--- config.mk ---
export PLATFORM = sky130hd
export DESIGN_NAME = rr_arbiter8
export DESIGN_NICKNAME = d
export VERILOG_FILES = /design/src/rtl/rr_arbiter8.sv
export SDC_FILE = /design/constraint.sdc
export NUM_CORES = 1
export LEC_CHECK = 0
export BUFFER_PORTS_ARGS = -buffer_cell sky130_fd_sc_hd__clkbuf_2
export CORE_ASPECT_RATIO = 0.8
export CORE_MARGIN = 1.5
export CORE_UTILIZATION = 40
export DETAILED_ROUTE_END_ITERATION = 7
export SYNTH_ARGS = -nofsm -noshare
export SYNTH_HDL_FRONTEND = slang
export SYNTH_SLANG_ARGS = --single-unit
--- constraint.sdc ---
create_clock -name Clock -period 9.8 [get_ports Clock]
set_clock_uncertainty 0.2 [all_clocks]
set_input_delay 1.96 -clock Clock [delete_from_list [all_inputs] [get_ports Clock]]
set_output_delay 1.96 -clock Clock [all_outputs]
set_load 0.02 [all_outputs]
--- src/rtl/rr_arbiter8.sv ---
// rtl/rr_arbiter8.sv - 8-way round-robin arbiter with hold limit, active-low one-hot grant
module rr_arbiter8 #(
  parameter int HOLD_MAX = 4
) (
  input  logic       Clock,
  input  logic       Resetn,
  input  logic       En,
  input  logic [7:0] R,
  output logic [7:0] Gn,
  output logic [2:0] Wg,
  output logic       Valid
);

  typedef enum logic {IDLE, BUSY} state_t;

  localparam logic [3:0] HOLD_CNT = 4'(HOLD_MAX);

  state_t     state_q, state_d;
  logic [2:0] p_q, p_d;
  logic [3:0] cnt_q, cnt_d;
  logic [2:0] wg_q, wg_d;
  logic [7:0] gn_q, gn_d;
  logic [2:0] sel_idx;
  logic [7:0] others;
  logic       grant;

  function automatic logic [2:0] first_from(input logic [7:0] req, input logic [2:0] start);
    logic [2:0] idx;
    logic       found;
    first_from = start;
    found      = 1'b0;
    for (int k = 0; k < 8; k++) begin
      idx = start + 3'(k);
      if (!found && req[idx]) begin
        first_from = idx;
        found      = 1'b1;
      end
    end
  endfunction

  // While BUSY the pointer already sits at owner+1, so one search serves both
  // fresh grants and handovers; the old owner is reached last.
  assign sel_idx = first_from(R, p_q);
  assign others  = R & ~(8'b1 << wg_q);

  always_comb begin
    state_d = state_q;
    p_d     = p_q;
    cnt_d   = cnt_q;
    wg_d    = wg_q;
    grant   = 1'b0;
    if (!En) begin
      state_d = IDLE;
      cnt_d   = 4'd0;
      wg_d    = 3'd0;
    end else if (state_q == IDLE) begin
      if (R != 8'h00) grant = 1'b1;
    end else if (R[wg_q]) begin
      if (cnt_q < HOLD_CNT) cnt_d = cnt_q + 4'd1;
      else if (others != 8'h00) grant = 1'b1;
    end else if (R != 8'h00) begin
      grant = 1'b1;
    end else begin
      state_d = IDLE;
      cnt_d   = 4'd0;
      wg_d    = 3'd0;
    end
    if (grant) begin
      state_d = BUSY;
      wg_d    = sel_idx;
      p_d     = sel_idx + 3'd1;
      cnt_d   = 4'd1;
    end
    gn_d = (state_d == BUSY) ? ~(8'b1 << wg_d) : 8'hFF;
  end

  always_ff @(posedge Clock) begin
    if (!Resetn) begin
      state_q <= IDLE;
      p_q     <= 3'd0;
      cnt_q   <= 4'd0;
      wg_q    <= 3'd0;
      gn_q    <= 8'hFF;
    end else begin
      state_q <= state_d;
      p_q     <= p_d;
      cnt_q   <= cnt_d;
      wg_q    <= wg_d;
      gn_q    <= gn_d;
    end
  end

  assign Gn    = gn_q;
  assign Wg    = wg_q;
  assign Valid = (state_q == BUSY);

endmodule

After elaboration in Yosys (flattened, before gate mapping)

Index checks and enable logic that the tools add are counted.

Add/subtract/negate cells: 9
Multipliers: 0
Divide/modulo/power cells: 0
$lt $le $gt $ge: 10
Equality and inequality tests: 5
Shift operators: 2
Mux-type cells: 53
Bitwise logic cells: 5
Reductions and logical operators: 20

Operators with widths:

| operator                                                                     | number |
|---|---|
| 3-bit by 4-bit less-than comparator with 1-bit output, second input constant | 9 |
| 3-bit two-way mux                                                            | 12 |
| 1-bit two-way mux                                                            | 29 |
| 1-bit binary-select mux with 3-bit select                                    | 9 |
| 8-bit inverter                                                               | 2 |
| 8-bit nonzero test                                                           | 2 |
| 1-bit by 3-bit left shift with 8-bit output, first input constant            | 2 |
| 3-bit adder, second input constant                                           | 4 |
| 4-bit two-way mux                                                            | 3 |
| 8-bit bitwise AND                                                            | 1 |
| 4-bit by 3-bit inequality test with 1-bit output, second input constant      | 2 |
| 1-bit logical AND                                                            | 7 |
| 1-bit zero test                                                              | 7 |
| 3-bit by 1-bit adder with 3-bit output, second input constant                | 2 |
| 3-bit by 2-bit adder with 3-bit output, second input constant                | 2 |
| 3-bit AND reduction                                                          | 2 |
| 4-bit by 1-bit adder with 4-bit output, second input constant                | 1 |
| 4-bit by 3-bit less-than comparator with 1-bit output, second input constant | 1 |
| 2-bit by 1-bit inequality test with 1-bit output, second input constant      | 2 |
| 3-bit by 1-bit inequality test with 1-bit output, second input constant      | 1 |
| 3-bit OR reduction                                                           | 1 |
| 1-bit inverter                                                               | 2 |
| 2-bit AND reduction                                                          | 1 |

Flip-flop bits (word level): 19
Latch bits: 0
Memory bits (writable): 0
Bits in read-only memories: 0
Word-level logic and storage cells: 110
Memories: 0

Longest topological paths before layout

Depth after elaboration: 27
Depth in mapped cells: 18

Worst setup path before layout

Ideal clock, no wire load.

Path type: input -> register
Start point: input R[0]
End point: register p_q[2]
Setup time: 125 ps
Arrival: 4558 ps
Setup slack: 4917 ps
Stages: 13
Path buffers: 1
Cells stage by stage: clkbuf_1 mux4_1 nor2_2 o31ai_1 and2_4 or4b_4 o22ai_2 nor2_1 ha_1 o41ai_1 nor2_1 o21ai_0 a211oi_1

Cells in the longest elaborated chain, start to end: 25
Elaborated cells between the ends (all ways): 56

RTL lines:

| element                                   | line | text |
|---|---|---|
| start: declaration                        | 8    | `input logic [7:0] R,` |
| 1-bit binary-select mux with 3-bit select | 34   | `if (!found && req[idx]) begin` |
| 1-bit two-way mux (implied by the code)   | 34   |  |
| 1-bit two-way mux                         | 34   |  |
| 1-bit zero test                           | 34   |  |
| 1-bit logical AND                         | 34   |  |
| 1-bit two-way mux                         | 34   |  |
| 1-bit zero test                           | 34   |  |
| 1-bit logical AND                         | 34   |  |
| (+9 left out)                             | --   |  |
| 1-bit two-way mux                         | 34   |  |
| 1-bit zero test                           | 34   |  |
| 1-bit logical AND                         | 34   |  |
| 1-bit two-way mux                         | 34   |  |
| 1-bit zero test                           | 34   |  |
| 1-bit logical AND                         | 34   |  |
| 3-bit two-way mux                         | 34   |  |
| 3-bit by 1-bit adder with 3-bit output    | 71   | `p_d = sel_idx + 3'd1;` |
| end signal: assignment                    | 86   | `p_q <= p_d;` |
| end: declaration                          | 19   | `logic [2:0] p_q, p_d;` |

Several ways; a longest one is shown, not always the timed one. The select of a mux whose other input is x is not followed.
A chain may end at the register's enable or synchronous reset.

Worst setup path in the final report

Start point: input R[1]
End point: register p_q[2]

Same word-level chain as after synthesis.

==> flow_summary.json <==
{
  "status": "complete, no violations",
  "max-vdd-ir-drop_v": 0.0000889,
  "met1Wirelength_mm": 2.74,
  "met3_length_um": 196,
  "tritoncts": "done",
  "dpl.hpwl_mm": 3.87,
  "clkSlewWorstSetupHoldPaths_ps": 70,
  "synth_edf_count": 0,
  "critical_path_class": "primary input to flip-flop",
  "avgSynthCellArea_um2": 8.55,
  "finalSetupTns_ps": 0,
  "num-fill-cells": 473,
  "fmax_ghz": 0.200,
  "r2r_cells": 13,
  "tightest_slew_ps": 1040,
  "insertion_delay_ps": 250,
  "hold_end": "cnt_q[1]",
  "fin_area_mm2": 0.00224,
  "io_pins": 23,
  "cts_max_path_buffers": 2,
  "clock-sinks": 19,
  "r2r_start": "p_q[0]",
  "setup_viol": 0,
  "grt_usage_pct": 18.6,
  "final_common_cell": "nand2_1",
  "ys_warn_count": 0,
  "placedCellCount": 312,
  "maxCapViolations": 0,
  "max_slew_margin_pct": 30.6,
  "p_leak_uw": 0.000804,
  "min-delay-start": "cnt_q[1]",
  "via_count": 1934,
  "antenna_found_initial": 0,
  "start_util_pct": 41.6,
  "synthToLayoutAreaGrowth_pct": 6.99,
  "drive_gt1_share_pct": 22.4,
  "critPathMaxFanout": 10,
  "synthTopCellsByArea": "dfxtp_1, mux4_2, mux2i_1",
  "cts_htree_levels": 1,
  "drt_wl_total_mm": 5.22,
  "num_rows": 23,
  "power.total_uw": 616,
  "syn-cell-area_mm2": 0.00209,
  "drt-initial-drc-count": 164,
  "vias_per_cell": 6.12,
  "portBuffers": 22,
  "die_w_um": 83.9,
  "critPathLaunchType": "primary input",
  "synth_nets": 260,
  "ys_ff_latch": 19,
  "top_layer": "met4",
  "min_period_over_period_pct": 50.9,
  "drc": 0,
  "die_area_mm2": 0.00568,
  "antenna_left": 0,
  "synthArstFlopShare_pct": 0,
  "final_cell_mix": "nand2_1, clkbuf_2, nor2_1, dfxtp_1, nand3_1",
  "synth_cell_type_count": 68,
  "whs_path_depth": 2,
  "grt_max_degree": 25,
  "nNetsFinal": 270,
  "gp_congestion": 0.937,
  "grt_first_pass_wirelength_mm": 8.50,
  "core_mm2": 0.00504,
  "numCtsBuffers": 3,
  "yosys.area.top_type": "dfxtp_1",
  "r2r_end": "p_q[2]",
  "hp-class": "flip-flop to flip-flop",
  "cp.required_ps": 9740,
  "antenna_cells": 0,
  "r2r_slack_ps": 4880,
  "power_density_mw_per_mm2": 275,
  "hold_viol": 0,
  "finalNonFillerCells": 316,
  "arrival_ps": 4930,
  "post_cts.repair.setup_buffers": 0,
  "postSynthCellCount": 245,
  "cp-end-kind": "flip-flop",
  "rsz0062_at_grt": "false",
  "synth-seq-area-share_pct": 18.2,
  "dpl_cell_area_mm2": 0.00220,
  "grt_pass1_vias": 1727,
  "fin_util_pct": 44.5,
  "wire_per_inst_um": 16.5,
  "min_period_ps": 4990,
  "overflow": 0,
  "die_h_um": 67.7,
  "ctsHoldBuffers": 0,
  "drtPass1Iterations": 5,
  "ys.flop_type": "dfxtp_1",
  "yosysTopAreaCellShare_pct": 18.2,
  "dr_wl_met2_mm": 2.27,
  "finalMaxSlewViolations": 0,
  "cts_resized": 0,
  "clockRootBuffer": "clkbuf_8"
}
==> layer usage <==
layer | vias up | GRT usage (%)
li1 | 957 | -
met1 | 930 | 27.9
met2 | 45 | 29.1
met3 | 2 | 2.32
met4 | 0 | 3.07
met5 | - | 0
==> worst max-delay path: stages <==
cell and delay [ps]:
clkbuf_2 170, mux4_1 660, mux2i_1 340, nand3_1 190, or4b_4 560, o22ai_2 180, nor2_1 60, ha_1 240
o41ai_1 340, nor2_1 80, o21ai_0 80, a211oi_1 60
==> kinds of logic after synthesis <==
| family | after synthesis | synth area share, % |
|---|---|---|
| adders and majority gates | 4 | 2.39 |
| xor gates and xnor gates | 6 | 2.51 |
| buffers and inverters | 23 | 5.20 |
| DFF | 19 | 18.2 |
| and+or+nand+nor | 103 | 25.8 |
| muxes | 33 | 25.3 |
| AOI/OAI and AO/OA | 57 | 20.7 |
==> cell type report <==
class,count,area (µm²),share of cell area [%]
clock buffers,4,45.0,2.01
inverters,6,22.5,1.01
multi-input cells,203,1610,71.6
flip-flops and latches,19,380,17.0
well taps,62,77.6,3.46
repair buffers,22,110,4.91
==> synthesized netlist by cell type (2+ instances only) <==
| master | number |
|---|---|
| mux4_2 | 9 |
| a211oi_1 | 3 |
| nor3_1 | 7 |
| o22ai_1 | 3 |
| o31ai_1 | 3 |
| mux4_1 | 3 |
| mux2i_4 | 2 |
| nor2b_1 | 3 |
| inv_1 | 5 |
| nor4_1 | 4 |
| mux2i_1 | 11 |
| nand3b_1 | 2 |
| nand4_1 | 2 |
| a21oi_1 | 7 |
| nand2_1 | 25 |
| buf_2 | 3 |
| nand3_1 | 17 |
| o21a_1 | 2 |
| mux2_2 | 7 |
| and3_1 | 2 |
| clkbuf_1 | 12 |
| dfxtp_1 | 19 |
| and2_1 | 7 |
| nand2b_1 | 4 |
| ha_1 | 4 |
| xnor2_1 | 3 |
| o21ai_0 | 10 |
| a21boi_0 | 2 |
| a31oi_1 | 4 |
| nor2_1 | 20 |
| xor2_1 | 3 |
==> state kept, by name, indices dropped and copies added, names as in the netlist <==
name and flops:
Valid 1, Wg 3, Gn 8, cnt_q 4, p_q 3
==> power breakdown <==
part	internal (µW)	total (µW)	leakage, µW	switching (µW)
combinational	187	432	0.000626	245
clock	28.9	53.4	0.0000228	24.5
sequential	88.9	130	0.000155	40.9
==> worst max path at each step <==
stage | end | cells after the start | slack (ps) | startpoint
4_1_cts | p_q[2] | 12 | 4860 | R[1]
3_3_place_gp | p_q[2] | 12 | 4640 | R[1]
6_report | p_q[2] | 12 | 4810 | R[1]
5_1_grt | p_q[2] | 14 | 4600 | p_q[0]
2_1_floorplan | p_q[2] | 13 | 4920 | R[0]
3_5_place_dp | p_q[2] | 12 | 4600 | R[1]
==> through the flow <==
stage	setup WS [ps]	hold WS (ps)
after CTS	4860	356
final	4810	352
after floorplan	4920	301
after detailed placement	4600	338
after global routing	4600	415
after global placement	4640	339
Power figures use the tool's default switching activity.
